### config.mk
export PLATFORM = sky130hd
export DESIGN_NAME = mdu_ctrl
export DESIGN_NICKNAME = d
export VERILOG_FILES = /design/src/rtl/mdu_ctrl_pkg.sv /design/src/rtl/mdu_div_step.sv /design/src/rtl/mdu_ctrl.sv
export SDC_FILE = /design/constraint.sdc
export NUM_CORES = 1
export LEC_CHECK = 0
export BUFFER_PORTS_ARGS = -buffer_cell sky130_fd_sc_hd__buf_4
export CORE_MARGIN = 3
export CORE_UTILIZATION = 50
export DETAILED_ROUTE_END_ITERATION = 7
export GPL_TIMING_DRIVEN = 1
export PLACE_DENSITY = 0.69
export SYNTH_ARGS = -nofsm -noshare
export SYNTH_HDL_FRONTEND = slang
export SYNTH_SLANG_ARGS = --single-unit
### constraint.sdc
create_clock -name clk -period 3.3 [get_ports clk]
set_input_delay 0.33 -clock clk [delete_from_list [all_inputs] [get_ports clk]]
set_output_delay 0.33 -clock clk [all_outputs]
set_load 0.02 [all_outputs]
### src/rtl/mdu_ctrl_pkg.sv
// mdu_ctrl_pkg: opcodes, FSM states and bad-op result shared by the multiply/divide sequencer.
// MDU_DIV_EN selects whether DIV/REM count as valid operations.
package mdu_ctrl_pkg;
    localparam logic [7:0]  ALU_OPCODE_MUL   = 8'h20;
    localparam logic [7:0]  ALU_OPCODE_DIV   = 8'h21;
    localparam logic [7:0]  ALU_OPCODE_REM   = 8'h22;
    localparam logic [15:0] MDU_BADOP_RESULT = 16'h00fe;

    typedef enum logic [1:0] {
        MDU_ST_IDLE = 2'd0,
        MDU_ST_CALC = 2'd1,
        MDU_ST_DONE = 2'd2
    } mdu_st_e;

    function automatic logic op_valid(input logic [7:0] op);
`ifdef MDU_DIV_EN
        return op == ALU_OPCODE_MUL || op == ALU_OPCODE_DIV || op == ALU_OPCODE_REM;
`else
        return op == ALU_OPCODE_MUL;
`endif
    endfunction
endpackage

### src/rtl/mdu_div_step.sv
// mdu_div_step: one combinational restoring-division step; exists only when MDU_DIV_EN is defined.
`ifdef MDU_DIV_EN
module mdu_div_step #(
    parameter int WIDTH = 16
) (
    input  logic [WIDTH:0]   rem_i,
    input  logic             bit_i,
    input  logic [WIDTH-1:0] div_i,
    output logic [WIDTH:0]   rem_o,
    output logic             q_o
);
    logic [WIDTH+1:0] shifted, diff;
    assign shifted = {rem_i, bit_i};
    assign diff    = shifted - {2'b00, div_i};
    assign q_o     = ~diff[WIDTH+1];
    assign rem_o   = q_o ? diff[WIDTH:0] : shifted[WIDTH:0];
endmodule
`endif

### src/rtl/mdu_ctrl.sv
// mdu_ctrl: multi-cycle multiply/divide sequencer that stalls the pipeline for WIDTH iterations.
// DIV/REM are available only when MDU_DIV_EN is defined; otherwise they return the bad-op result.
module mdu_ctrl
    import mdu_ctrl_pkg::*;
#(
    parameter int WIDTH = 16,
    parameter int CNT_W = 5
) (
    input  logic             clk,
    input  logic             rst,
    input  logic             mdui_start,
    input  logic [7:0]       mdui_alu_opcode,
    input  logic [WIDTH-1:0] mdui_op1,
    input  logic [WIDTH-1:0] mdui_op2,
    input  logic [3:0]       mdui_wreg_addr,
    input  logic             mdui_flush,
    output logic             mduo_stall,
    output logic             mduo_done,
    output logic [WIDTH-1:0] mduo_result,
    output logic [3:0]       mduo_wreg_addr
);
    mdu_st_e          state_q, state_d;
    logic [WIDTH-1:0] a_q, a_d, b_q, b_d, res_q, res_d;
    logic [WIDTH:0]   acc_q, acc_d;
    logic [CNT_W-1:0] cnt_q, cnt_d;
    logic [7:0]       op_q;
    logic [3:0]       wreg_q;
    logic             go, accept, bad, last;

    assign go     = state_q == MDU_ST_IDLE && mdui_start && !mdui_flush;
    assign accept = go && op_valid(mdui_alu_opcode);
    assign bad    = go && !op_valid(mdui_alu_opcode);
    assign last   = state_q == MDU_ST_CALC && cnt_q == CNT_W'(1);

`ifdef MDU_DIV_EN
    logic [WIDTH:0] div_rem;
    logic           div_q;
    mdu_div_step #(.WIDTH(WIDTH)) u_div_step (
        .rem_i (acc_q),
        .bit_i (a_q[WIDTH-1]),
        .div_i (b_q),
        .rem_o (div_rem),
        .q_o   (div_q)
    );
`endif

    always_ff @(posedge clk or negedge rst) begin
        if (!rst) state_q <= MDU_ST_IDLE;
        else      state_q <= state_d;
    end

    always_comb begin
        state_d = mdui_flush                ? MDU_ST_IDLE :
                  state_q == MDU_ST_IDLE    ? (accept ? MDU_ST_CALC : (bad ? MDU_ST_DONE : MDU_ST_IDLE)) :
                  state_q == MDU_ST_CALC    ? (last ? MDU_ST_DONE : MDU_ST_CALC) : MDU_ST_IDLE;
    end

    always_comb begin
        mduo_stall     = accept || (state_q == MDU_ST_CALC && !mdui_flush);
        mduo_done      = state_q == MDU_ST_DONE && !mdui_flush;
        mduo_result    = res_q;
        mduo_wreg_addr = wreg_q;
    end

    // a_q holds multiplicand (shifting left) or dividend that becomes the quotient
    always_comb begin
        a_d   = a_q;
        b_d   = b_q;
        acc_d = acc_q;
        cnt_d = cnt_q;
        res_d = res_q;
        if (accept) begin
            a_d   = mdui_op1;
            b_d   = mdui_op2;
            acc_d = '0;
            cnt_d = CNT_W'(WIDTH);
        end else if (state_q == MDU_ST_CALC) begin
            cnt_d = cnt_q - CNT_W'(1);
            if (op_q == ALU_OPCODE_MUL) begin
                acc_d = acc_q + (WIDTH+1)'(b_q[0] ? a_q : '0);
                a_d   = a_q << 1;
                b_d   = b_q >> 1;
            end
`ifdef MDU_DIV_EN
            else begin
                acc_d = div_rem;
                a_d   = {a_q[WIDTH-2:0], div_q};
            end
`endif
            if (last) res_d = op_q == ALU_OPCODE_DIV ? a_d : acc_d[WIDTH-1:0];
        end else if (bad) begin
            res_d = WIDTH'(MDU_BADOP_RESULT);
        end
    end

    always_ff @(posedge clk or negedge rst) begin
        if (!rst) begin
            a_q    <= '0;
            b_q    <= '0;
            acc_q  <= '0;
            cnt_q  <= '0;
            res_q  <= '0;
            op_q   <= '0;
            wreg_q <= '0;
        end else begin
            a_q   <= a_d;
            b_q   <= b_d;
            acc_q <= acc_d;
            cnt_q <= cnt_d;
            res_q <= res_d;
            if (accept) op_q <= mdui_alu_opcode;
            if (go) wreg_q <= mdui_wreg_addr;
        end
    end
endmodule

==> metrics.yaml <==
outcome: "finished, final reports clean"
fin_crit_ns: 2.97
std_cell_rows: 34
grt_max_degree: 84
crit_path_top_delay_cell: "dfrtp_1"
ir_drop_v: 0.000196
portBuffers: 69
crit_path_max_incr_delay_ns: 0.55
final_nets: 651
timing.final.crit_share_pct: 89.9
r2r-start: "b_q[0]"
wl_microns: 12100
grt_pass1_vias: 3861
yosys_warnings: 0
synth.yosys.seq_area_share_pct: 44.5
root_buffer: "clkbuf_8"
syn-instance-count: 522
yosys-top-cells-area: "dfrtp_1, nand2_1, ha_1"
setup_tns_ns: 0
postSynth.topFlopCell: "dfrtp_1"
grt_pass1_wl_microns: 19800
flow.area_growth_from_synthesis_pct: 17.0
cellPowerDensity_nw_per_um2: 397
worst_slack_at_placement_ns: 0.409
reg2reg_to: "mduo_result[15]"
power_leakage_uw: 0.00260
hpwlAfterDp_microns: 8470
final.setup_skew_ns: 0.0137
synthesis.area_sq_um: 4670
clock-sinks: 83
path_cells: "and2_1, ha_1, a211oi_1, o31ai_1, nand4_1, a2111o_1, o211a_1, o211ai_1"
drt-wirelength-per-cell_microns: 17.3
grt.overflow.total: 0
cts_made_buffers: 9
drc_errors: 0
r2r.worst_path.cells: 8
final_layout_size_suffix_gt1_share_pct: 18.6
number_of_h_tree_levels: 3
design.die.area_sq_um: 10500
hold_viol_final: 0
grt_util_all_layers_pct: 24.2
clock_tree_from_tritoncts: "done"
critPathArrivalTime_ns: 3.25
synth-seq-cells: 83
final-max-slew-violation-count: 0
synth.top_cell.area_share_pct: 44.5
crit_path_end_kind: "flop"
y_dimension_of_the_die_microns: 103
synthDominantAreaCellType: "dfrtp_1"
num_io_pins: 70
antenna_violating_nets_left: 0
required_time_at_the_endpoint_of_the_critical_path_ns: 3.58
max_freq_ghz: 0.337
drt_pass1_iterations: 5
mostFrequentLayoutCells: "nand2_1, dfrtp_1, buf_4"
tightest_slew_ns: 1.04
cts-root-to-sink-buffers: 2
postSynthNetCount: 588
grt_setup_unrepaired: "no"
antennaDiodeCount: 0
synth_edf_count: 0
syn_avg_cell_area_sq_um: 8.95
cts.repair.resized: 0
initialDrtViolationCount: 164
die_w_microns: 103
most_frequent_standard_cell_in_the_layout_excluding_fill_and_tap_cells: "nand2_1"
worst_hold_path_type: "in2async"
cts.clk_slew.worst_paths_ns: 0.10
post_cts.repair.setup_buffers: 0
yosysUniqueCellTypes: 61
post_cts_hold_buffer_count: 0
antenna_found_initial: 0
crit_type: "reg2reg"
worstSetupStartpointType: "flop"
timing.final.setup_violations: 0
fin_ws_ns: 0.333
finalWeightedCongestion: 0.933
routed-via-count: 4051
crit_path_max_fanout: 17
clock_latency_late_sink_ns: 0.37
starting_density_of_the_core_pct: 52.5
avgViaCountPerCell: 5.80
max_cap_viol_count: 0
slew-limit-headroom_pct: 30.8
rrSetupSlack_ns: 0.33
async_flop_share_pct: 100
core-area_sq_um: 8890
==> stage by stage <==
stage / util (%) / hold WS [ns] / area [sq um] / cells / power, uW
floorplan: - / 0.0344 / 4670 / 522 / 1270
detailed placement: 59.1 / 0.455 / 5260 / 682 / 1410
finish: 61.5 / 0.114 / 5470 / 698 / 2170
global placement: 59.1 / 0.448 / 5260 / 682 / 1400
global route: 61.5 / 0.159 / 5470 / 698 / 2260
CTS: 61.5 / 0.148 / 5470 / 698 / 2180
==> how the worst max path moves through the flow <==
stage | from | endpoint | cells past startpoint
after floorplan | b_q[0] | mduo_result[14] | 10
after global placement | b_q[0] | mduo_result[15] | 8
after detailed placement | b_q[0] | acc_q[15] | 8
after CTS | b_q[0] | mduo_result[15] | 8
after global routing | b_q[0] | mduo_result[15] | 8
final | b_q[0] | mduo_result[15] | 8
==> cells by family after synthesis <==
kind of cell,count (synthesis),share of synthesized area (%)
AO/OA/AOI/OAI,129,18.3
AND/OR/NAND/NOR,230,23.3
multiplexers,11,2.49
adder cells (fa/ha/maj),18,4.98
flip-flops,83,44.5
buffers and inverters,38,3.94
XOR/XNOR,13,2.44
==> metal layers <==
layer,vias to the layer above,GRT usage [%],wire (microns)
li1,1972,-,-
met1,1947,36.0,5890
met2,115,36.6,5460
met3,17,4.26,562
met4,0,6.36,157
met5,-,0,0
==> critical path, delay by kind of cell, from the launching register on <==
| kind | cells | cell delay [ns] |
|---|---|---|
| flip-flops | 1 | 0.55 |
| adder cells (fa/ha/maj) | 1 | 0.32 |
| AO/OA/AOI/OAI | 5 | 1.46 |
| AND/OR/NAND/NOR | 2 | 0.56 |
==> state kept, by name, indices dropped and copies added, names as in the netlist <==
| name | cells |
|---|---|
| a_q | 16 |
| acc_q | 16 |
| b_q | 16 |
| mduo_result | 16 |
| op_q | 8 |
| cnt_q | 5 |
| mduo_wreg_addr | 4 |
| state_q | 2 |
==> power breakdown <==
part | internal (uW) | switching [uW]
clock network | 377 | 403
logic | 132 | 160
registers | 1060 | 36.1
==> cell type report <==
class / instances / area (sq um)
Fill cell: 804 / 3430
Multi-Input combinational cell: 401 / 2410
Sequential cell: 83 / 2080
Timing Repair Buffer: 79 / 593
Clock buffer: 10 / 138
Tap cell: 108 / 135
Clock inverter: 6 / 71.3
Inverter: 11 / 41.3
==> synthesized netlist by cell type, drive strengths merged (8+ instances only) <==
cell type,instances
nor2,40
ha,17
o211ai,10
and2,24
a21oi,20
clkbuf,13
o21ai,30
inv,11
buf,14
dfrtp,83
a22oi,15
nor3,8
nand3,16
xnor2,9
nand2,111
a31oi,19
(Power assumes the default switching activity.)
